<file path="config.mk">
export PLATFORM = sky130hd
export DESIGN_NAME = noc_input_buffer
export DESIGN_NICKNAME = d
export VERILOG_FILES = /design/src/rtl/noc_input_buffer.sv
export SDC_FILE = /design/constraint.sdc
export NUM_CORES = 1
export LEC_CHECK = 0
export BUFFER_PORTS_ARGS = -buffer_cell sky130_fd_sc_hd__buf_4
export CAP_MARGIN = 25
export CORE_MARGIN = 2
export CORE_UTILIZATION = 40
export CTS_BUF_LIST = sky130_fd_sc_hd__clkbuf_16
export DETAILED_ROUTE_END_ITERATION = 10
export PLACE_DENSITY_LB_ADDON = 0.25
export RECOVER_POWER = 100
export SLEW_MARGIN = 20
export SYNTH_ARGS = -nofsm -noshare
export SYNTH_HDL_FRONTEND = slang
export SYNTH_SLANG_ARGS = --single-unit
export TNS_END_PERCENT = 30
</file>
<file path="constraint.sdc">
create_clock -name clk_i -period 2.4 [get_ports clk_i]
set_input_delay 0.12 -clock clk_i [delete_from_list [all_inputs] [get_ports clk_i]]
set_output_delay 0.12 -clock clk_i [all_outputs]
set_load 0.02 [all_outputs]
</file>
<file path="src/rtl/noc_input_buffer.sv">
// NoC router input port: flit FIFO with write-side packet framing check and a
// read-side FSM that requests a crossbar path on a head flit and holds it to the tail.
module noc_input_buffer #(
    parameter int DEPTH      = 4,
    parameter int DATA_WIDTH = 16
) (
    input  logic                         clk_i,
    input  logic                         rst_n_i,
    input  logic [DATA_WIDTH-1:0]        data_i,
    input  logic                         valid_i,
    output logic                         ready_o,
    output logic [DATA_WIDTH-1:0]        data_o,
    output logic                         flit_valid_o,
    output logic                         req_o,
    output logic [2:0]                   dst_x_o,
    output logic [2:0]                   dst_y_o,
    input  logic                         grant_i,
    input  logic                         out_ready_i,
    output logic [$clog2(DEPTH+1)-1:0]   count_o,
    output logic                         err_o,
    output logic [1:0]                   state_o
);

    localparam int AW = $clog2(DEPTH);
    localparam int CW = $clog2(DEPTH+1);

    localparam logic [1:0] FT_BODY   = 2'b00;
    localparam logic [1:0] FT_TAIL   = 2'b01;
    localparam logic [1:0] FT_HEAD   = 2'b10;
    localparam logic [1:0] FT_SINGLE = 2'b11;

    typedef enum logic [1:0] {
        IDLE = 2'd0,
        REQ  = 2'd1,
        FWD  = 2'd2
    } state_t;

    state_t                  state_q, state_d;
    logic [DATA_WIDTH-1:0]   mem_q [DEPTH];
    logic [AW-1:0]           wr_ptr_q, rd_ptr_q;
    logic [CW-1:0]           count_q;
    logic                    in_pkt_q;
    logic                    err_q;

    logic                    push, wr, pop, empty, legal;
    logic [1:0]              in_type, head_type;

    // Handshake: a flit transfers on any edge where valid_i && ready_o; ready_o
    // is !full from registered occupancy, so a pop never frees space in the same cycle.
    assign ready_o  = (count_q != CW'(DEPTH));
    assign empty    = (count_q == '0);
    assign push     = valid_i && ready_o;
    assign in_type  = data_i[DATA_WIDTH-1 -: 2];
    // Head/single (msb set) only outside a packet, body/tail only inside one.
    assign legal    = (data_i[DATA_WIDTH-1] != in_pkt_q);
    assign wr       = push && legal;

    assign data_o    = mem_q[rd_ptr_q];
    assign head_type = data_o[DATA_WIDTH-1 -: 2];
    assign dst_x_o   = data_o[13:11];
    assign dst_y_o   = data_o[10:8];
    assign count_o   = count_q;
    assign err_o     = err_q;
    assign state_o   = state_q;

    always_comb begin
        state_d      = state_q;
        req_o        = 1'b0;
        flit_valid_o = 1'b0;
        pop          = 1'b0;
        case (state_q)
            IDLE: begin
                if (!empty && data_o[DATA_WIDTH-1]) state_d = REQ;
            end
            REQ: begin
                req_o        = 1'b1;
                flit_valid_o = 1'b1;
                pop          = grant_i && out_ready_i;
                if (pop) state_d = (head_type == FT_SINGLE) ? IDLE : FWD;
            end
            FWD: begin
                req_o        = 1'b1;
                flit_valid_o = !empty;
                pop          = !empty && out_ready_i;
                if (pop && head_type == FT_TAIL) state_d = IDLE;
            end
            default: state_d = IDLE;
        endcase
    end

    // Storage is cleared on reset so flits of an aborted packet can never resurface.
    always_ff @(posedge clk_i or negedge rst_n_i) begin
        if (!rst_n_i) begin
            for (int i = 0; i < DEPTH; i++) mem_q[i] <= '0;
            wr_ptr_q <= '0;
            rd_ptr_q <= '0;
            count_q  <= '0;
            in_pkt_q <= 1'b0;
            err_q    <= 1'b0;
            state_q  <= IDLE;
        end else begin
            state_q <= state_d;
            err_q   <= push && !legal;
            if (wr) begin
                mem_q[wr_ptr_q] <= data_i;
                wr_ptr_q        <= wr_ptr_q + AW'(1);
                if (in_type == FT_HEAD) in_pkt_q <= 1'b1;
                else if (in_type == FT_TAIL) in_pkt_q <= 1'b0;
            end
            if (pop) rd_ptr_q <= rd_ptr_q + AW'(1);
            case ({wr, pop})
                2'b10:   count_q <= count_q + CW'(1);
                2'b01:   count_q <= count_q - CW'(1);
                default: count_q <= count_q;
            endcase
        end
    end

endmodule
</file>
## Word level (Yosys, flattened, before mapping)

Index checks and enable logic that the tools add are counted.

- Add/sub/neg operators: 4
- Magnitude comparators: 3
- Equal/unequal tests: 13
- Mux-type cells: 17
- Bitwise operators: 2
- Reductions and logical operators: 17

Operators by type and width:

| kind | number |
|---|---|
| 64-bit bitwise mux | 1 |
| 16-bit two-way mux | 3 |
| 16-bit binary-select mux with 2-bit select | 1 |
| 16-bit demux with 2-bit select | 1 |
| 2-bit by 1-bit equality test with 1-bit output (second input constant) | 4 |
| 2-bit equality test (second input constant) | 4 |
| 1-bit logical AND | 8 |
| 2-bit two-way mux | 4 |
| 3-bit >= comparator (second input constant) | 2 |
| 2-bit != test (second input constant) | 3 |
| 2-bit inverter with 3-bit output | 2 |
| 2-bit case mux with 3 select lines | 1 |
| 3-bit case mux with 2 select lines | 1 |
| 2-bit by 1-bit adder with 2-bit output (second input constant) | 2 |
| 1-bit case mux with 2 select lines | 2 |
| 2-bit nonzero test | 2 |
| 3-bit by 1-bit adder with 3-bit output (second input constant) | 1 |
| 3-bit zero test | 1 |
| 3-bit by 1-bit less-than comparator with 1-bit output (second input constant) | 1 |
| 1-bit two-way mux | 3 |
| 3-bit != test (second input constant) | 1 |
| 3-bit AND reduction | 1 |
| 3-bit by 1-bit subtractor with 3-bit output (second input constant) | 1 |
| 1-bit zero test | 2 |
| other kinds (4) | 4 |

- Register bits: 75
- Input port bits: 21
- Output and inout port bits: 31
- Logic and storage cells: 66

## Longest topological paths before layout

- Depth after elaboration: 8
- Mapped depth: 10
- Depth with buffers taken out: 10

## Worst setup path after synthesis

OpenSTA, ideal clock, no wires.

- Path kind: register -> register
- Start point: reg count_q[1] (netlist: count_o[1])
- End point: reg count_q[2] (netlist: count_o[2])
- Setup time: 0.080 ns
- Arrival time: 2.412 ns
- Required time: 2.320 ns
- Setup slack: -0.092 ns
- Stages on the path, launching flop included: 11
- Path buffers: 1
- Clock period less this slack: 2.492 ns
- Path through: dfrtp_1 -> or3b_1 -> and3_1 -> buf_6 -> inv_2 -> ha_1 -> inv_1 -> fa_1 -> xor2_1 -> nor2_1 -> xor2_1

- Elaborated cells between the ends (all ways): 13
- Those cells by class: add/sub: 2; eq/ne: 3; mux: 2; reduce/logical: 6

RTL lines:

| element | line | text |
|---|---|---|
| start: declaration | 41 | `logic [CW-1:0] count_q;` |
| start signal: assignment | 112 | `2'b10: count_q <= count_q + CW'(1);` |
| start signal: assignment | 113 | `2'b01: count_q <= count_q - CW'(1);` |
| start signal: assignment | 114 | `default: count_q <= count_q;` |
| 3-bit != test (*) | 50 | `assign ready_o = (count_q != CW'(DEPTH));` |
| net ready_o | 11 | `output logic ready_o,` |
| 1-bit logical AND (*) | 52 | `assign push = valid_i && ready_o;` |
| 1-bit logical AND (*) | 56 | `assign wr = push && legal;` |
| 2-bit by 1-bit equality test with 1-bit output or 2-bit equality test (tied branches) | 111 | `case ({wr, pop})` |
| 3-bit case mux with 2 select lines or 2-bit nonzero test (tied branches) | - |  |

The timed path passes the listed nets; every way through them passes the cells marked *.
A chain may end at the register's enable or synchronous reset.

## Worst setup path after layout

- Start point: reg rd_ptr_q[0]
- End point: out data_o[4]

- Cells in the longest elaborated chain, start to end: 4

RTL lines:

| element | line | text |
|---|---|---|
| start: declaration | 40 | `logic [AW-1:0] wr_ptr_q, rd_ptr_q;` |
| start signal: assignment | 110 | `if (pop) rd_ptr_q <= rd_ptr_q + AW'(1);` |
| 2-bit inverter with 3-bit output (implied by the code) | 58 | `assign data_o = mem_q[rd_ptr_q];` |
| 16-bit binary-select mux with 2-bit select | 58 |  |
| 16-bit two-way mux (implied by the code) (2 in a row) | 58 |  |
| end: declaration | 12 | `output logic [DATA_WIDTH-1:0] data_o,` |

No other way between the ends. The select of a mux whose other input is x is not followed.

==> flow_summary.toml <==
[layout]
nFillCells = 802
fin_area_sq_um = 4214
area_delta_synth_final_pct = 16.14
nets = 323
layout-drive-gt1-share = 0.2290
antenna_cells = 0

[sta]
finalCritPeriodShare = 0.9299
worstMarginPinSlew_ps = 1086
relSlewSlack = 0.2761
finalHoldViolations = 0
rsz0062_at_grt = "false"
setup_ws_ps = 168.3
period_minus_slack_ps = 2232
setup_viol = 0
fmax_mhz = 448.1
finClkSkew_ps = 3.392
drv_slew = 0
fin_tns_setup_ps = 0
timing.hold.ws_ps = 27.77

[yosys]
netlist.area_leader.share = 0.5172
syn_inst = 236
synth_area_leaders = "dfrtp_1 (52%), mux2_1 (20%), mux4_2 (6.8%), mux4_1 (3.6%), ha_1 (3.1%)"
ys_warn_count = 0
synth.distinct_cells = 34
yosysSeqAreaShare = 0.5172
synth_top_flop_cell = "dfrtp_1"
syn_area_per_cell_sq_um = 15.37
syn-num-nets = 267
synth_edf_count = 0
syn_area_sq_um = 3628
ys_async_sr_fraction = 1.000
yosys.area.top_type = "dfrtp_1"
synth_most_common_cell = "dfrtp_1"
yosys-top-cells-count = "dfrtp_1 (75), mux2_1 (65), mux4_2 (11)"
synth_seq_cells = 75

[power]
p_leak_uw = 0.001899
power_density_nw_per_um2 = 1515
p_int_uw = 3986
vdd_drop_max_mv = 0.5528
clkPwrFrac = 0.201
p_sw_uw = 2401
p_seq_frac = 0.353
p_sw_frac = 0.3759
p_comb_frac = 0.446

[grt]
grt_max_degree = 43
grt_remaining_overflow = 0
grt_pass1_wl_microns = 11400
antenna_found_initial = 0
grt_pass1_vias = 2205
grt_usage = 0.1506

[placed_design]
dpl_worst_slack_ps = 171.3
gp_congestion = 0.7944
dpl.hpwl_microns = 4675
dpl_cell_area_sq_um = 4088
io_buffers = 51

[floorplan]
die_h_microns = 99.24
die_width_microns = 99.24
ios = 52
start_util = 0.4140
dieArea_sq_um = 9849
core_area_sq_um = 8763
rows = 34

[routing]
wl_per_cell_microns = 17.03
routed_wl_microns = 6896
viasPerCell = 5.205
ant_nets = 0
vias = 2108
drt_iter0_markers = 37
firstDrtPassIters = 4
remaining_drc_errors = 0

[clocking]
cts_tree = "yes"
cts_setup_buffers = 0
numCtsBuffers = 9
cts.sinks = 75
clkLatencyLatePin_ps = 320
clock-root-buffer = "clkbuf_16"
clk_pin_slew_ps = 60
htree_num_levels = 3
cts_buffer_depth = 2

[worst_setup_path]
end_kind = "output port"
worstPathArrival_ps = 2110
start_kind = "register"
path_class = "register to output port"
cp_max_fo = 12
crit_required_ps = 2280

[min_path]
hp-class = "input pin to register"

[outcome]
status = "completed"

[job]
maxCapViolations = 0
-- cell type report --
class	count	area (sq um)	area share
Clock buffer	9	225.2	0.05344
Sequential cell	75	1877	0.4454
Inverter	11	41.29	0.009798
Clock inverter	7	60.06	0.01425
Multi-Input combinational cell	135	1531	0.3634
Tap cell	108	135.1	0.03207
Timing Repair Buffer	60	344.1	0.08165
-- layout by cell type, fill, tap and decap left out, drive strengths merged --
cell,count
nand2,11
nor2b,1
xnor2,3
a21boi,3
mux4,16
a21oi,2
ha,9
and3,1
o31ai,2
and2,1
or3,1
clkinvlp,1
or3b,1
bufinv,1
nor3,1
o2111a,1
a32oi,1
a211o,1
o21ai,2
xor2,4
dlygate4sd3,1
clkinv,4
nor4b,1
o311a,1
mux2,65
fa,1
inv,12
dfrtp,75
nor2,5
o32a,1
buf,26
clkbuf,42
-- registers in the layout (all words and copies together) (netlist names) --
| signal | count |
|---|---|
| count_o | 3 |
| mem_q | 64 |
| state_o | 2 |
| in_pkt_q | 1 |
| err_o | 1 |
| wr_ptr_q | 2 |
| rd_ptr_q | 2 |
-- logic make-up after synthesis --
| kind of cell | share of synthesized area |
|---|---|
| multiplexers | 0.3062 |
| flip-flops | 0.5172 |
| buffers and inverters | 0.04586 |
| AND/OR/NAND/NOR | 0.04759 |
| AO/OA/AOI/OAI | 0.02965 |
| adder cells (fa/ha/maj) | 0.03655 |
| XOR/XNOR | 0.01690 |
-- repair_timing --
action                     in CTS  in global routing
setup endpoints to repair       0                  1
gates resized for setup         0                  1
hold endpoints to repair       40                  0
hold buffers                    1                  0
-- critical path, stage by stage (launching register included) --
cell and delay (ps):
dfrtp_1 480, clkbuf_2 460, mux4_1 660, clkbuf_2 180
-- per-stage QoR --
stage               total power (uW)  instances  utilization
floorplan                       4597        236            -
global route                    6846        405       0.4809
CTS                             6891        405       0.5001
detailed placement              5578        388       0.4664
finish                          6386        405       0.4809
global placement                5496        388       0.4664
-- worst paths after layout --
| kind | start | to | slack [ps] | depth (start not counted) |
|---|---|---|---|---|
| max | rd_ptr_q[0]$_DFFE_PN0P_ | data_o[4] | 170 | 3 |
| min | valid_i | err_o$_DFF_PN0_ | 30 | 3 |
| max reg2reg | state_o[1]$_DFFE_PN0P_ | count_o[2]$_DFFE_PN0P_ | 180 | 10 |
| min reg2reg | mem_q[35]$_DFFE_PN0P_ | mem_q[35]$_DFFE_PN0P_ | 480 | 1 |
| max in group asynchronous | rst_n_i | mem_q[23]$_DFFE_PN0P_ | 550 | 3 |
| min in group asynchronous | rst_n_i | mem_q[32]$_DFFE_PN0P_ | 530 | 2 |
-- power by group through the flow --
| stage | combinational, uW | sequential, uW | clock, uW |
|---|---|---|---|
| after detailed placement | 3280 | 2290 | 0 |
| after floorplan | 2380 | 2210 | 0 |
| after CTS | 3300 | 2270 | 1320 |
| after global placement | 3240 | 2260 | 0 |
| after global routing | 3120 | 2360 | 1370 |
| final | 2850 | 2260 | 1280 |
-- metal layers --
layer  GRT usage  up-vias  wire length (microns)
li1            -      968                      -
met1      0.1939     1089                   3145
met2      0.2443       38                   3312
met3     0.03795       13                    306
met4     0.06217        0                    133
met5           0        -                      0
No activity file was read; power rests on OpenSTA's default activity.
